File: src/rtl/daq_pkg.sv
// Shared types and constants for the ADC acquisition path.
package daq_pkg;

    localparam int ADC_WORD_W = 24;
    localparam int SPI_CMD_W  = 8;

    localparam logic [SPI_CMD_W-1:0] CMD_BASE_DEFAULT = 8'h10;

    typedef enum logic [2:0] {
        IDLE      = 3'd0,
        WAIT_DRDY = 3'd1,
        START     = 3'd2,
        WAIT_DONE = 3'd3,
        OUTPUT    = 3'd4,
        NEXT      = 3'd5
    } scan_state_t;

endpackage

File: src/rtl/adc_scan_sequencer_channel_picker.sv
// Returns the lowest set mask bit strictly above index_i; index_i = -1 yields the lowest set bit.
module channel_picker #(
    parameter int NUM_CHANNELS = 4,
    parameter int CH_W         = 2
) (
    input  logic [NUM_CHANNELS-1:0] mask_i,
    input  logic signed [CH_W:0]    index_i,
    output logic [CH_W-1:0]         next_o,
    output logic                    found_o
);

    // Scan downwards so the last hit is the lowest qualifying bit.
    always_comb begin
        next_o  = '0;
        found_o = 1'b0;
        for (int i = NUM_CHANNELS - 1; i >= 0; i--) begin
            if (mask_i[i] && (i > int'(index_i))) begin
                next_o  = CH_W'(i);
                found_o = 1'b1;
            end
        end
    end

endmodule

File: src/rtl/adc_scan_sequencer.sv
// Walks the enabled ADC channels once per trigger, running one SPI transaction per channel
// and presenting each tagged result on a valid/ready stream.
//
// state     | meaning
// IDLE      | waiting for trigger_i with enable_i
// WAIT_DRDY | waiting for drdy_n_i low, timeout counter running
// START     | one-cycle spi start, command byte driven
// WAIT_DONE | waiting for a spi_done_i rise (low seen since START)
// OUTPUT    | sample_valid_o held until sample_ready_i
// NEXT      | pick the next enabled channel or end the frame
module adc_scan_sequencer
    import daq_pkg::*;
#(
    parameter int                    NUM_CHANNELS = 4,
    parameter int                    CH_W         = (NUM_CHANNELS > 1) ? $clog2(NUM_CHANNELS) : 1,
    parameter logic [SPI_CMD_W-1:0]  CMD_BASE     = CMD_BASE_DEFAULT,
    parameter int                    DRDY_TIMEOUT = 1000
) (
    input  logic                    clock_i,
    input  logic                    reset_i,
    input  logic                    enable_i,
    input  logic                    trigger_i,
    input  logic [NUM_CHANNELS-1:0] channel_mask_i,
    input  logic                    drdy_n_i,
    output logic                    spi_start_o,
    output logic [SPI_CMD_W-1:0]    spi_tx_buffer_o,
    input  logic                    spi_done_i,
    input  logic [ADC_WORD_W-1:0]   spi_rx_buffer_i,
    output logic                    sample_valid_o,
    input  logic                    sample_ready_i,
    output logic [ADC_WORD_W-1:0]   sample_data_o,
    output logic [CH_W-1:0]         sample_channel_o,
    output logic                    busy_o,
    output logic                    frame_done_o,
    output logic                    timeout_o,
    output logic [15:0]             overrun_count_o
);

    localparam int               TMR_W    = (DRDY_TIMEOUT > 1) ? $clog2(DRDY_TIMEOUT) : 1;
    localparam logic [TMR_W-1:0] TMR_LAST = TMR_W'(DRDY_TIMEOUT - 1);

    scan_state_t             state_q, state_d;
    logic [NUM_CHANNELS-1:0] mask_q, mask_d;
    logic [CH_W-1:0]         ch_q, ch_d;
    logic [TMR_W-1:0]        tmr_q, tmr_d;
    logic                    seen_low_q, seen_low_d;
    logic [SPI_CMD_W-1:0]    tx_q, tx_d;
    logic [ADC_WORD_W-1:0]   data_q, data_d;
    logic [CH_W-1:0]         sample_ch_q, sample_ch_d;
    logic                    frame_done_q, frame_done_d;
    logic [15:0]             overrun_q, overrun_d;

    logic [NUM_CHANNELS-1:0] pick_mask;
    logic signed [CH_W:0]    pick_index;
    logic [CH_W-1:0]         pick_next;
    logic                    pick_found;
    logic                    busy;

    assign busy = (state_q != IDLE);

    // In IDLE the live mask is searched from the bottom; afterwards the latched mask above the current channel.
    assign pick_mask  = (state_q == IDLE) ? channel_mask_i : mask_q;
    assign pick_index = (state_q == IDLE) ? '1 : $signed({1'b0, ch_q});

    channel_picker #(
        .NUM_CHANNELS (NUM_CHANNELS),
        .CH_W         (CH_W)
    ) u_picker (
        .mask_i  (pick_mask),
        .index_i (pick_index),
        .next_o  (pick_next),
        .found_o (pick_found)
    );

    always_ff @(posedge clock_i) begin
        if (reset_i) begin
            state_q      <= IDLE;
            mask_q       <= '0;
            ch_q         <= '0;
            tmr_q        <= '0;
            seen_low_q   <= 1'b0;
            tx_q         <= '0;
            data_q       <= '0;
            sample_ch_q  <= '0;
            frame_done_q <= 1'b0;
            overrun_q    <= '0;
        end else begin
            state_q      <= state_d;
            mask_q       <= mask_d;
            ch_q         <= ch_d;
            tmr_q        <= tmr_d;
            seen_low_q   <= seen_low_d;
            tx_q         <= tx_d;
            data_q       <= data_d;
            sample_ch_q  <= sample_ch_d;
            frame_done_q <= frame_done_d;
            overrun_q    <= overrun_d;
        end
    end

    always_comb begin
        state_d        = state_q;
        mask_d         = mask_q;
        ch_d           = ch_q;
        tmr_d          = tmr_q;
        seen_low_d     = seen_low_q;
        tx_d           = tx_q;
        data_d         = data_q;
        sample_ch_d    = sample_ch_q;
        frame_done_d   = 1'b0;
        overrun_d      = overrun_q;
        spi_start_o    = 1'b0;
        sample_valid_o = 1'b0;
        timeout_o      = 1'b0;

        if (trigger_i && enable_i && busy && (overrun_q != 16'hFFFF)) begin
            overrun_d = overrun_q + 16'd1;
        end

        unique case (state_q)
            IDLE: begin
                tmr_d = '0;
                if (trigger_i && enable_i) begin
                    mask_d = channel_mask_i;
                    if (pick_found) begin
                        ch_d    = pick_next;
                        state_d = WAIT_DRDY;
                    end else begin
                        frame_done_d = 1'b1;
                    end
                end
            end
            WAIT_DRDY: begin
                tmr_d = tmr_q + 1'b1;
                if (!drdy_n_i) begin
                    tx_d    = CMD_BASE + SPI_CMD_W'(ch_q);
                    state_d = START;
                end else if (tmr_q == TMR_LAST) begin
                    timeout_o = 1'b1;
                    state_d   = NEXT;
                end
            end
            START: begin
                spi_start_o = 1'b1;
                seen_low_d  = !spi_done_i;
                state_d     = WAIT_DONE;
            end
            WAIT_DONE: begin
                // A done level left over from the previous transfer is ignored until it drops.
                if (spi_done_i && seen_low_q) begin
                    data_d      = spi_rx_buffer_i;
                    sample_ch_d = ch_q;
                    state_d     = OUTPUT;
                end else if (!spi_done_i) begin
                    seen_low_d = 1'b1;
                end
            end
            OUTPUT: begin
                sample_valid_o = 1'b1;
                if (sample_ready_i) begin
                    state_d = NEXT;
                end
            end
            NEXT: begin
                tmr_d = '0;
                if (pick_found && enable_i) begin
                    ch_d    = pick_next;
                    state_d = WAIT_DRDY;
                end else begin
                    frame_done_d = enable_i;
                    state_d      = IDLE;
                end
            end
            default: begin
                state_d = IDLE;
            end
        endcase
    end

    assign spi_tx_buffer_o  = tx_q;
    assign sample_data_o    = data_q;
    assign sample_channel_o = sample_ch_q;
    assign busy_o           = busy;
    assign frame_done_o     = frame_done_q;
    assign overrun_count_o  = overrun_q;

endmodule

File: config.mk
export PLATFORM = sky130hd
export DESIGN_NAME = adc_scan_sequencer
export DESIGN_NICKNAME = d
export VERILOG_FILES = /design/src/rtl/daq_pkg.sv /design/src/rtl/adc_scan_sequencer_channel_picker.sv /design/src/rtl/adc_scan_sequencer.sv
export SDC_FILE = /design/constraint.sdc
export NUM_CORES = 1
export LEC_CHECK = 0
export ABC_AREA = 1
export BUFFER_PORTS_ARGS = -buffer_cell sky130_fd_sc_hd__buf_2
export CAP_MARGIN = 15
export CORE_MARGIN = 2
export CORE_UTILIZATION = 35
export DETAILED_ROUTE_END_ITERATION = 10
export GPL_ROUTABILITY_DRIVEN = 0
export SYNTH_ARGS = -nofsm -noshare
export SYNTH_HDL_FRONTEND = slang
export SYNTH_SLANG_ARGS = --single-unit
export TNS_END_PERCENT = 30
File: constraint.sdc
create_clock -name clock_i -period 1.6 [get_ports clock_i]
set_input_delay 0.08 -clock clock_i [delete_from_list [all_inputs] [get_ports clock_i]]
set_output_delay 0.08 -clock clock_i [all_outputs]
set_load 0.05 [all_outputs]
==> results.py, run 1 <==
metrics = {
    "setup_path": {
        "path_class": "flip-flop to primary output",
        "start_kind": "flip-flop",
        "cp.required_ns": 1.52,
        "worstPathMaxFanout": 5,
        "end_kind": "primary output",
        "worstPathArrival_ns": 1.45,
    },
    "place": {
        "place_area_sq_mm": 0.00377,
        "dp_cells": 618,
        "place_hpwl_um": 5550,
        "io_buffer_count": 84,
    },
    "logic_synthesis": {
        "synthAdderAreaFrac_pct": 0.796,
        "synth_compound_area_share_pct": 14.0,
        "synthTopCellsByCount": "nand2_1 (69), dfxtp_1 (65), nor2_1 (55)",
        "yosys_register_bits": 65,
        "yosys.area_share.simple_pct": 33.1,
        "synthTopCellsByArea": "dfxtp_1 (41%), nand2_1 (8.2%), nor2_1 (6.6%)",
        "synth_xor_area_share_pct": 1.39,
        "yosysTopAreaCell": "dfxtp_1",
        "yosysMostFrequentCell": "nand2_1",
        "netlist_area_sq_mm": 0.00314,
        "synth_top_family_by_area": "simple AND/OR/NAND/NOR gates",
        "synth-seq-area-share_pct": 41.4,
        "synth_edf_count": 0,
        "synth_top_cell_area_share_pct": 41.4,
        "yosys_warnings": 0,
        "async_flop_share_pct": 0,
        "synthMuxAreaShare_pct": 0,
        "netlist_instances": 423,
        "synth_cell_types": 37,
        "synth_ff_type": "dfxtp_1",
        "syn_avg_cell_area_sq_um": 7.43,
    },
    "floorplan": {
        "start_util_pct": 36.1,
        "rows": 34,
        "pin_count": 90,
        "dieArea_sq_mm": 0.00976,
        "core_area_sq_mm": 0.00872,
        "die_y_um": 98.8,
        "die_w_um": 98.8,
    },
    "pwr": {
        "leakagePower_nw": 1.91,
        "vdd.ir_drop.worst_uv": 654,
        "power.density_mw_per_mm2": 1210,
    },
    "cells_and_area": {
        "design_area_sq_mm": 0.00433,
        "fin_cells": 663,
        "layout.nets": 587,
        "n_fill_cell": 867,
        "drive_above_1_share_pct": 37.3,
        "area_delta_synth_final_pct": 37.8,
        "n_antenna_cell": 0,
    },
    "hold_path": {
        "min-delay-path-class": "input pin to flip-flop",
    },
    "clocking": {
        "cts_made_buffers": 9,
        "clockBufferDepth": 2,
        "cts_tree": "built",
        "worstSkewPairLatency_ns": 0.34,
        "cts.reportedPaths.clkPinSlew_ns": 0.07,
        "cts-root-buf": "clkbuf_8",
        "htree_levels": 3,
        "clock_sinks": 65,
    },
    "route": {
        "ant_nets": 0,
        "vias": 3115,
        "wirelength_um": 7850,
        "vias_per_cell": 4.70,
        "drc": 0,
        "firstDrtPassIters": 4,
        "wl_per_cell_um": 11.8,
        "initialDrtViolationCount": 149,
    },
    "grt": {
        "grt_max_degree": 36,
        "grt_pass1_vias": 2970,
        "grtUsageTotal_pct": 16.2,
        "antenna_found_initial": 0,
        "grt-ovfl-total": 0,
        "grt_pass1_wl_um": 12900,
    },
    "status": {
        "status": "finished clean",
    },
    "timing": {
        "hold_viol_final": 0,
        "period_minus_slack_ns": 1.53,
        "fin_skew_ns": 0.0107,
        "fin_crit_sh_pct": 95.6,
        "slew_viol_final": 0,
        "fmax_ghz": 0.654,
        "setup_viol": 0,
    },
    "run": {
        "maxCapViolCount": 0,
    },
}
-- area by class of cell --
cell class                 count  area [sq um]  share of cell area [%]
inverter                      39           164                    3.78
timing repair buffer         130           832                    19.2
clock inverter                 6          92.6                    2.14
sequential                    65          1330                    30.8
tap                          108           135                    3.12
multi-input combinational    305          1650                    38.0
clock buffer                  10           128                    2.94
-- logic make-up after synthesis --
| family | count (synthesis) |
|---|---|
| flip-flops | 65 |
| buffers and inverters | 57 |
| other | 1 |
| AND/OR/NAND/NOR | 212 |
| XOR/XNOR | 5 |
| adder cells (fa/ha/maj) | 2 |
| AO/OA/AOI/OAI | 81 |
-- timing repair --
item | in CTS | in global routing
endpoints found under the setup margin | 3 | 25
hold buffers | 24 | 0
gates resized for setup | 7 | 15
pin swaps | 0 | 3
buffers inserted | 1 | 4
hold endpoints to repair | 24 | 0
-- layer usage --
metal / vias up / global-route usage (%) / wire, um
met5: - / 0 / 0
met3: 10 / 4.89 / 538
li1: 1626 / - / -
met1: 1387 / 20.0 / 3590
met4: 0 / 7.38 / 141
met2: 92 / 26.0 / 3570
-- critical path, cell delays in order (launching register included) --
cell and delay [ns]:
dfxtp_1 0.31, buf_4 0.15, nor3_1 0.22, nand3_2 0.12, nor2_2 0.15, buf_6 0.17
-- per-stage QoR --
stage	setup TNS, ns	setup WS (ns)	util [%]	hold WS (ns)	total power [mW]
after floorplan	-0.108	-0.108	-	0.208	3.21
after CTS	0	0.0222	48.8	0.0104	5.24
final	0	0.0703	49.7	0.0302	5.26
after detailed placement	-0.0118	-0.0118	43.2	0.313	3.59
after global routing	-0.0248	-0.0160	49.7	0.0340	5.58
after global placement	0	0.0348	43.2	0.302	3.57
-- worst paths after layout --
path	from	endpoint	slack [ns]	cells past startpoint
worst max-delay path	tmr_q[3]$_SDFFE_PP0P_	timeout_o	0.07	5
worst min-delay path	spi_done_i	seen_low_q$_SDFFE_PP0P_	0.03	3
worst max register to register	overrun_count_o[0]$_SDFFE_PP0P_	overrun_count_o[6]$_SDFFE_PP0P_	0.09	6
worst min register to register	mask_q[3]$_SDFFE_PP0P_	mask_q[3]$_SDFFE_PP0P_	0.45	2
-- placed cells by master, fill, tap and decap left out, types with 5 or more instances in the layout --
cell type	instances
a21oi_1	32
buf_2	83
buf_4	22
clkbuf_8	9
conb_1	5
dfxtp_1	45
dfxtp_2	17
dlygate4sd3_1	24
inv_1	32
nand2_1	67
nand2_2	11
nand3_1	16
nand4_1	5
nor2_1	52
nor2_2	29
nor3_1	9
o21ai_0	28
o21ai_1	11
-- power breakdown --
group	switching (mW)	internal, mW	total, mW	leakage [nW]
registers	0.109	1.75	1.86	0.536
logic	1.23	0.617	1.85	1.27
clock network	0.665	0.886	1.55	0.103
-- flip-flops by register name (all words and copies together) (netlist names) --
name and count:
spi_tx_buffer_o 3, overrun_count_o 16, sample_channel_o 2, mask_q 3, frame_done_o 1, ch_q 2, seen_low_q 1, tmr_q 10
sample_data_o 24, state_q 3
Note: power is estimated with default switching activity, not from simulation.
==> run 2: changes to the inputs <==
--- a/config.mk
+++ b/config.mk
@@ -12,6 +12,7 @@
 export CORE_UTILIZATION = 35
 export DETAILED_ROUTE_END_ITERATION = 10
 export GPL_ROUTABILITY_DRIVEN = 0
+export RECOVER_POWER = 25
 export SYNTH_ARGS = -nofsm -noshare
 export SYNTH_HDL_FRONTEND = slang
 export SYNTH_SLANG_ARGS = --single-unit
==> run 2 against run 1 <==
Net effect: core utilization fell by 0.40 points; die area did not move; cell count did not move; count of clock-buffer cells in the layout stayed put; critical path depth unchanged; fmax is 0.17% higher; power down 0.19%; clock power hardly changed; non-clock buffer count stayed put; clock skew is essentially flat; largest power group unchanged.
==> results.py, run 2 (synthesized netlist as in run 1, its figures left out) <==
metrics = {
    "setup_path": {
        "crit_slowest_cell": "dfxtp_1",
        "r2r_cells": 6,
        "path_depth": 5,
        "reg2reg_setup_slack_ns": 0.09,
        "r2r_start": "overrun_count_o[0]$_SDFFE_PP0P_",
        "r2r_end": "overrun_count_o[6]$_SDFFE_PP0P_",
        "worstPathMaxFanout": 5,
        "start_kind": "flip-flop",
        "end_kind": "primary output",
        "path_class": "flip-flop to primary output",
        "cp.required_ns": 1.52,
        "critPathBufInv": 2,
        "path_delay_family": "simple AND/OR/NAND/NOR gates",
        "slowest_delay_ns": 0.31,
        "worstPathArrival_ns": 1.45,
        "crit_chain": "buf_4 > nor3_1 > nand3_2 > nor2_2 > buf_6",
        "crit_end": "timeout_o",
        "crit_start": "tmr_q[3]$_SDFFE_PP0P_",
    },
    "floorplan": {
        "start_util_pct": 36.1,
        "core_area_sq_mm": 0.00872,
        "rows": 34,
        "die_w_um": 98.8,
        "dieArea_sq_mm": 0.00976,
        "die_y_um": 98.8,
        "pin_count": 90,
    },
    "clocking": {
        "clockBufferDepth": 2,
        "worstSkewPairLatency_ns": 0.34,
        "cts_tree": "built",
        "htree_levels": 3,
        "cts.reportedPaths.clkPinSlew_ns": 0.07,
        "clock_sinks": 65,
        "cts-root-buf": "clkbuf_8",
        "cts_made_buffers": 9,
    },
    "route": {
        "ant_nets": 0,
        "drc": 0,
        "vias": 3127,
        "firstDrtPassIters": 4,
        "wirelength_um": 7820,
        "wl_per_cell_um": 11.8,
        "initialDrtViolationCount": 147,
        "vias_per_cell": 4.72,
    },
    "hold_path": {
        "whs_path_depth": 3,
        "min-delay-path-class": "input pin to flip-flop",
    },
    "cells_and_area": {
        "n_antenna_cell": 0,
        "n_fill_cell": 882,
        "drive_above_1_share_pct": 32.3,
        "layout_common_cells": "nand2_1 (67), buf_2 (55), nor2_1 (52)",
        "area_delta_synth_final_pct": 36.7,
        "post-route-util_pct": 49.3,
        "largest_register_ffs": 24,
        "final_common_cell": "nand2_1",
        "layout.nets": 587,
        "fin_cells": 663,
    },
    "timing": {
        "slew_viol_final": 0,
        "fin_skew_ns": 0.0103,
        "hold_viol_final": 0,
        "fmax_ghz": 0.655,
        "period_minus_slack_ns": 1.53,
        "worst_pin_slew_ns": 0.620,
        "setup_viol": 0,
        "slew_headroom_pct": 58.9,
        "fin_crit_sh_pct": 95.4,
    },
    "place": {
        "dp_cells": 618,
        "place_hpwl_um": 5550,
        "io_buffer_count": 84,
    },
    "run": {
        "maxCapViolCount": 0,
    },
    "grt": {
        "grt-ovfl-total": 0,
        "grt_pass1_vias": 2970,
        "grtUsageTotal_pct": 16.2,
        "grt_pass1_wl_um": 12900,
        "antenna_found_initial": 0,
        "grt_max_degree": 36,
    },
    "pwr": {
        "leakagePower_nw": 1.79,
        "power.density_mw_per_mm2": 1220,
        "vdd.ir_drop.worst_uv": 653,
    },
    "status": {
        "status": "finished clean",
    },
}
-- run 2: cell types whose count changed in the layout (fill, tap and decap cells not counted) --
cell	delta
clkbuf_1	+28
buf_2	-28
-- run 2: report_power, final --
group	switching [mW]	leakage, nW	internal, mW
combinational	1.23	1.15	0.609
sequential	0.109	0.536	1.75
clock	0.664	0.103	0.886
total	2.00	1.79	3.24
-- run 2: cell type report --
cell class | instances | area [sq um] | share of cell area (%)
clock inverters | 6 | 92.6 | 2.15
well taps | 108 | 135 | 3.14
multi-input cells | 305 | 1650 | 38.4
flip-flops and latches | 65 | 1330 | 31.0
repair buffers | 130 | 797 | 18.5
clock buffers | 10 | 128 | 2.97
inverters | 39 | 164 | 3.81
-- run 2: metal layers --
layer  vias up  wire length [um]  GRT usage [%]
li1       1628                 -              -
met1      1388              3520           20.0
met2       101              3560           26.0
met3        10               594           4.89
met4         0               141           7.38
met5         -                 0              0
-- run 2: stage by stage --
step	hold slack [ns]	setup slack (ns)	setup TNS, ns	power [mW]	area [sq um]
after CTS	0.0104	0.0222	0	5.24	4250
after floorplan	0.208	-0.108	-0.108	3.21	3220
final	0.0301	0.0729	0	5.25	4300
after detailed placement	0.313	-0.0118	-0.0118	3.59	3770
after global routing	0.0340	-0.0160	-0.0248	5.58	4300
after global placement	0.302	0.0348	0	3.57	3770
-- run 2: what timing repair did --
action / in CTS / in global routing
setup buffers: 1 / 4
gates resized for setup: 7 / 15
hold endpoints to repair: 24 / 0
endpoints found under the setup margin: 3 / 25
pin swaps: 0 / 3
hold buffers: 24 / 0
-- run 2: worst min path at each step --
stage	startpoint	to	slack (ns)
3_5_place_dp	spi_rx_buffer_i[2]	sample_data_o[2]$_SDFFE_PP0P_	0.31
2_1_floorplan	spi_rx_buffer_i[15]	sample_data_o[15]$_SDFFE_PP0P_	0.21
3_3_place_gp	spi_rx_buffer_i[23]	sample_data_o[23]$_SDFFE_PP0P_	0.30
5_1_grt	channel_mask_i[1]	mask_q[1]$_SDFFE_PP0P_	0.03
6_report	spi_done_i	seen_low_q$_SDFFE_PP0P_	0.03
4_1_cts	sample_ready_i	state_q[2]$_SDFFE_PP0P_	0.01
-- run 2: worst reg2reg max path, stage by stage, from the launching register on --
cell	delay [ns]
dfxtp_4	0.38
ha_4	0.14
inv_1	0.07
nor4_4	0.40
nand2_2	0.12
o21ai_0	0.21
a21oi_1	0.07
